`config.mk`:
```
export PLATFORM = sky130hd
export DESIGN_NAME = multi_edge_detector
export DESIGN_NICKNAME = d
export VERILOG_FILES = /design/src/rtl/multi_edge_detector.sv
export SDC_FILE = /design/constraint.sdc
export NUM_CORES = 1
export LEC_CHECK = 0
export CORE_ASPECT_RATIO = 0.7
export CORE_UTILIZATION = 48
export CTS_BUF_LIST = sky130_fd_sc_hd__clkbuf_8
export DETAILED_ROUTE_END_ITERATION = 12
export PLACE_DENSITY_LB_ADDON = 0.15
export SLEW_MARGIN = 40
export SYNTH_ARGS = -nofsm -noshare
export SYNTH_HDL_FRONTEND = slang
export SYNTH_SLANG_ARGS = --single-unit
```
`constraint.sdc`:
```
create_clock -name clk -period 3.6 [get_ports clk]
set_input_delay 0.72 -clock clk [delete_from_list [all_inputs] [get_ports clk]]
set_output_delay 0.72 -clock clk [all_outputs]
set_load 0.005 [all_outputs]
```
`src/rtl/multi_edge_detector.sv`:
```
// Multi-channel synchronise/debounce edge detector with sticky pending flags.
// Define MULTI_EDGE_DETECTOR_EDGE_CNT_EN to add saturating per-channel edge counters (edge_count).
module multi_edge_detector #(
  parameter int unsigned CH              = 4,
  parameter int unsigned SYNC_STAGES     = 2,
  parameter int unsigned DEBOUNCE_CYCLES = 4,
  parameter int unsigned CNT_W           = 8
) (
  input  logic          clk,
  input  logic          reset,
  input  logic [CH-1:0] level,
  input  logic [1:0]    mode,
  input  logic [CH-1:0] clear,
  output logic [CH-1:0] stable,
  output logic [CH-1:0] rise,
  output logic [CH-1:0] fall,
  output logic [CH-1:0] edges,
  output logic [CH-1:0] pending,
  output logic          any_pending
`ifdef MULTI_EDGE_DETECTOR_EDGE_CNT_EN
  ,
  output logic [CH*CNT_W-1:0] edge_count
`endif
);

  localparam int unsigned DEB_W = $clog2(DEBOUNCE_CYCLES + 1);
  localparam logic [DEB_W-1:0] DEB_LAST = DEB_W'(DEBOUNCE_CYCLES - 1);

  if (CH < 1 || SYNC_STAGES < 2 || DEBOUNCE_CYCLES < 1 || CNT_W < 1) begin : g_param_check
    $error("multi_edge_detector: illegal parameter value");
  end

  logic [SYNC_STAGES-1:0][CH-1:0] sync_q, sync_d;
  logic [CH-1:0] s;
  logic [CH-1:0] stable_q, stable_d;
  logic [CH-1:0] rise_q, rise_d;
  logic [CH-1:0] fall_q, fall_d;
  logic [CH-1:0] edges_q, edges_d;
  logic [CH-1:0] pending_q, pending_d;
  logic          any_pending_q, any_pending_d;

  assign s = sync_q[SYNC_STAGES-1];

  // Per-channel debounce: accept s only after it has differed from stable for DEBOUNCE_CYCLES edges.
  for (genvar i = 0; i < CH; i++) begin : g_ch
    logic [DEB_W-1:0] cnt_q, cnt_d;
    logic             stable_ch_d;

    always_comb begin
      cnt_d       = '0;
      stable_ch_d = stable_q[i];
      if (s[i] != stable_q[i]) begin
        if (cnt_q == DEB_LAST) begin
          stable_ch_d = s[i];
        end else begin
          cnt_d = cnt_q + DEB_W'(1);
        end
      end
    end

    always_ff @(posedge clk or posedge reset) begin
      if (reset) begin
        cnt_q <= '0;
      end else begin
        cnt_q <= cnt_d;
      end
    end

    assign stable_d[i] = stable_ch_d;

`ifdef MULTI_EDGE_DETECTOR_EDGE_CNT_EN
    logic [CNT_W-1:0] ecnt_q, ecnt_d;

    // A clear coinciding with an edge pulse restarts the count at one.
    always_comb begin
      ecnt_d = ecnt_q;
      if (clear[i]) begin
        ecnt_d = CNT_W'(edges_q[i]);
      end else if (edges_q[i] && (ecnt_q != '1)) begin
        ecnt_d = ecnt_q + CNT_W'(1);
      end
    end

    always_ff @(posedge clk or posedge reset) begin
      if (reset) begin
        ecnt_q <= '0;
      end else begin
        ecnt_q <= ecnt_d;
      end
    end

    assign edge_count[i*CNT_W +: CNT_W] = ecnt_q;
`endif
  end

  always_comb begin
    sync_d        = {sync_q[SYNC_STAGES-2:0], level};
    rise_d        = stable_d & ~stable_q;
    fall_d        = ~stable_d & stable_q;
    edges_d       = (rise_d & {CH{mode[0]}}) | (fall_d & {CH{mode[1]}});
    // Set wins over clear so an event arriving with a clear is never lost.
    pending_d     = (pending_q & ~clear) | edges_q;
    any_pending_d = |pending_d;
  end

  always_ff @(posedge clk or posedge reset) begin
    if (reset) begin
      sync_q        <= '0;
      stable_q      <= '0;
      rise_q        <= '0;
      fall_q        <= '0;
      edges_q       <= '0;
      pending_q     <= '0;
      any_pending_q <= 1'b0;
    end else begin
      sync_q        <= sync_d;
      stable_q      <= stable_d;
      rise_q        <= rise_d;
      fall_q        <= fall_d;
      edges_q       <= edges_d;
      pending_q     <= pending_d;
      any_pending_q <= any_pending_d;
    end
  end

  assign stable      = stable_q;
  assign rise        = rise_q;
  assign fall        = fall_q;
  assign edges       = edges_q;
  assign pending     = pending_q;
  assign any_pending = any_pending_q;

endmodule

```
# Yosys cells after proc, flatten, opt, wreduce, memory -nomap -nowiden
# Index checks and enable logic that the tools add are counted.
# totals
reg_bits	41
input_bits	12
output_inout_bits	21
word_cells	51
# classes
bitwise	10
addsub	4
n_reduce_logical	1
n_mux	16
n_eq_ne	8
# ops
operator	count
$mux W3	8
$and A4 B4 Y4	5
$add A3 B1 Y3 const B	4
$eq A3 B2 Y1 const B	4
$not A4 Y4	3
$mux W1	8
$or A4 B4 Y4	2
$ne A1 B1 Y1	4
$reduce_or A4 Y1	1

# Depth between registers and ports, before layout
# depth
word_depth	7
depth_mapped	4
depth_no_buf	4

# Worst setup path after synthesis
# No wires, ideal clock.
# synth_timing
path_kind	in2reg
from	input port clear[3]
to	register any_pending_q (netlist: any_pending)
setup_time_ps	139
setup_slack_ps	2048
required_ps	3461
t_arrival_ps	1413
path_stages	3
n_path_buf	0
cell_sequence	inv_1 > a21o_1 > or4_4
# synth_via
elab_chain_cells	4
# synth_rtl
element	line_no	source
start, declared	13	input logic [CH-1:0] clear,
$not A4 Y4	102	pending_d = (pending_q & ~clear) | edges_q;
$and A4 B4 Y4	102	
$or A4 B4 Y4	102	
net pending_d[3]	39	logic [CH-1:0] pending_q, pending_d;
$reduce_or A4 Y1	103	any_pending_d = |pending_d;
net any_pending_d	40	logic any_pending_q, any_pending_d;
end signal, assigned	122	any_pending_q <= any_pending_d;
end, declared	40	
# The timed path passes the listed nets, and every way through them passes these cells.

# Final worst setup path
# layout_timing
from	register stable_q[1] (netlist: stable[1])
to	output port stable[1]
# layout_rtl
element	line_no	source
start, declared	35	logic [CH-1:0] stable_q, stable_d;
start signal, assigned	117	stable_q <= stable_d;
end, declared	14	output logic [CH-1:0] stable,
# No word-level cell between the ends.

==> impl_metrics.json <==
{
  "status": "finished, final reports clean",
  "synthToLayoutAreaGrowth_pct": 30.7,
  "portBuffers": 32,
  "ys_top_cells_by_area": "dfrtp_1, nor3b_1, nand3b_1",
  "n_fill_cell": 223,
  "grt_max_degree": 42,
  "cp_data_arrival_time_ns": 1.30,
  "cts_setup_buffers": 0,
  "cts_tree": "yes",
  "worstPathRequired_ns": 2.88,
  "hold_viol_final": 0,
  "vias_per_cell": 4.99,
  "crit_slowest_cell": "clkdlybuf4s50_1",
  "layoutNonFillerInstCount": 179,
  "drive_above_1_share": 0.0769,
  "worstSetupEndpointType": "output port",
  "crit_path_max_incr_delay_ns": 0.55,
  "drc": 0,
  "track_usage": 0.184,
  "critPathTopFamily": "buffers and inverters",
  "yosysWarnings": 0,
  "clock-sinks": 41,
  "clk_latency_ns": 0.28,
  "grt_pass1_vias": 936,
  "synth.yosys.seq_area_share": 0.695,
  "cts_root_buffer": "clkbuf_8",
  "clockBufferDepth": 2,
  "overflow": 0,
  "die_width_um": 68.3,
  "ys_ff_latch": 41,
  "rsz0062_at_grt": "no",
  "postRouteAntennaNets": 0,
  "rrSetupSlack_ns": 2.36,
  "syn-cell-area_um2": 1480,
  "setup_tns_ns": 0,
  "max-cap-violations": 0,
  "critPathKind": "register to output port",
  "syn_avg_cell_area_um2": 14.5,
  "crit_buf_inv": 1,
  "first_pass_iters": 4,
  "drt-initial-drc-count": 56,
  "cts_made_buffers": 5,
  "slew_headroom": 0.669,
  "dp.cells": 171,
  "setup_viol": 0,
  "synth_top_area_cell": "dfrtp_1",
  "antenna_found_initial": 0,
  "crit_chain": "clkdlybuf4s50_1",
  "avgRoutedWirePerCell_um": 13.6,
  "leakage_nw": 0.929,
  "wl_um": 2430,
  "io_pins": 33,
  "cts_max_level": 2,
  "timing.final.crit_period_ns": 2.02,
  "hold_buffers": 0,
  "peakVddDrop_mv": 0.341,
  "place.gp.congestion": 0.709,
  "syn-instance-count": 102,
  "rows": 16,
  "place_hpwl_um": 1770,
  "clk_pin_slew_worst_paths_ns": 0.07,
  "maxSlewViolCount": 0,
  "synth.distinct_cells": 13,
  "initial_core_util": 0.516,
  "powerDensity_nw_per_um2": 600,
  "cp_max_fo": 7,
  "fin_skew_ns": 0.00458,
  "fmax_mhz": 496,
  "final_util": 0.674,
  "fp.dieArea_um2": 3300,
  "synth_top_area_frac": 0.695,
  "fin_crit_sh": 0.560,
  "tightest_slew_ns": 0.496,
  "final_net_count": 158,
  "via_count": 894,
  "finalPower_mw": 1.16,
  "synth_nets": 118,
  "min_path_type": "register to register",
  "core-area_um2": 2860,
  "grt_pass1_wl_um": 4160,
  "die_h_um": 48.4,
  "cts_resized": 0,
  "antenna_cells": 0,
  "critPathLaunchType": "register"
}
## through the flow
step	worst slack (ns)	hold WS, ns	cell area, um^2
2_1_floorplan	1.93	0.331	1480
3_3_place_gp	1.56	0.332	1850
3_5_place_dp	1.52	0.336	1850
4_1_cts	1.58	0.350	1930
5_1_grt	1.53	0.355	1930
6_report	1.58	0.345	1930
## path summary, 6_finish.rpt
path / from / endpoint / cells past startpoint
setup / recovery: stable[1] / stable[1] / 1
hold / removal: sync_d[6] / s[2] / 0
setup reg to reg: g_ch[3].cnt_q[0] / stable[3] / 3
hold reg to reg: sync_d[6] / s[2] / 0
max in group asynchronous: reset / fall[2] / 3
min in group asynchronous: reset / g_ch[1].cnt_q[1] / 3
## layer usage
layer	vias to the layer above	routed length (um)	track usage
met3	8	146	0.0684
met5	-	0	0
met1	432	1040	0.223
met2	26	1190	0.288
li1	428	-	-
met4	0	49	0.0833
## worst reg2reg max path, delay by kind of cell (launching register included)
family | cells | cell delay (ns)
mux | 1 | 0.36
simple gates | 1 | 0.18
flops | 1 | 0.38
fa+ha+maj | 1 | 0.21
## Yosys cell counts, drive strengths merged
cell and instances:
inv 8, and3b 1, ha 4, nand3b 8, nor3b 16, a21o 4, mux2 4, nand2b 4
dfrtp 41, or4 1, xnor2 4, a21oi 4, nor3 3
## power breakdown
| group | total (mW) | internal [mW] | switching [mW] |
|---|---|---|---|
| logic | 0.279 | 0.178 | 0.101 |
| registers | 0.608 | 0.541 | 0.0672 |
| clock network | 0.271 | 0.129 | 0.141 |
## registers in the layout, summed over array words and instances (netlist names)
register     flops
g_ch.cnt_q      12
edges            4
fall             4
pending          4
rise             4
s                4
stable           4
sync_d           4
any_pending      1
## kinds of logic (layout without fill, tap and decap cells)
kind of cell | Yosys count | in the layout | synth area share
DFF | 41 | 41 | 0.695
buffers and inverters | 8 | 49 | 0.0203
AOI/OAI and AO/OA | 8 | 8 | 0.0339
xor gates and xnor gates | 4 | 4 | 0.0237
and+or+nand+nor | 33 | 33 | 0.163
muxes | 4 | 4 | 0.0305
adders and majority gates | 4 | 4 | 0.0339
## layout by cell type, fill, tap and decap left out
master,netlist,final
a21oi_1,4,4
inv_1,8,11
clkdlybuf4s50_1,0,32
xnor2_1,4,4
a21o_1,4,4
mux2_2,4,4
clkbuf_8,0,5
and3b_1,1,1
dfrtp_1,41,41
ha_1,4,4
nor3_1,3,3
nand2b_1,4,4
nand3b_1,8,8
or4_4,1,1
buf_4,0,1
nor3b_1,16,16
## cell type report
type,count,area (um^2),share of cell area
sequential,41,1030,0.532
multi-input combinational,53,420,0.218
timing repair buffer,33,328,0.170
clock buffer,5,68.8,0.0357
tap,36,45.0,0.0233
inverter,8,30.0,0.0156
clock inverter,3,11.3,0.00584
(Power assumes the default switching activity.)
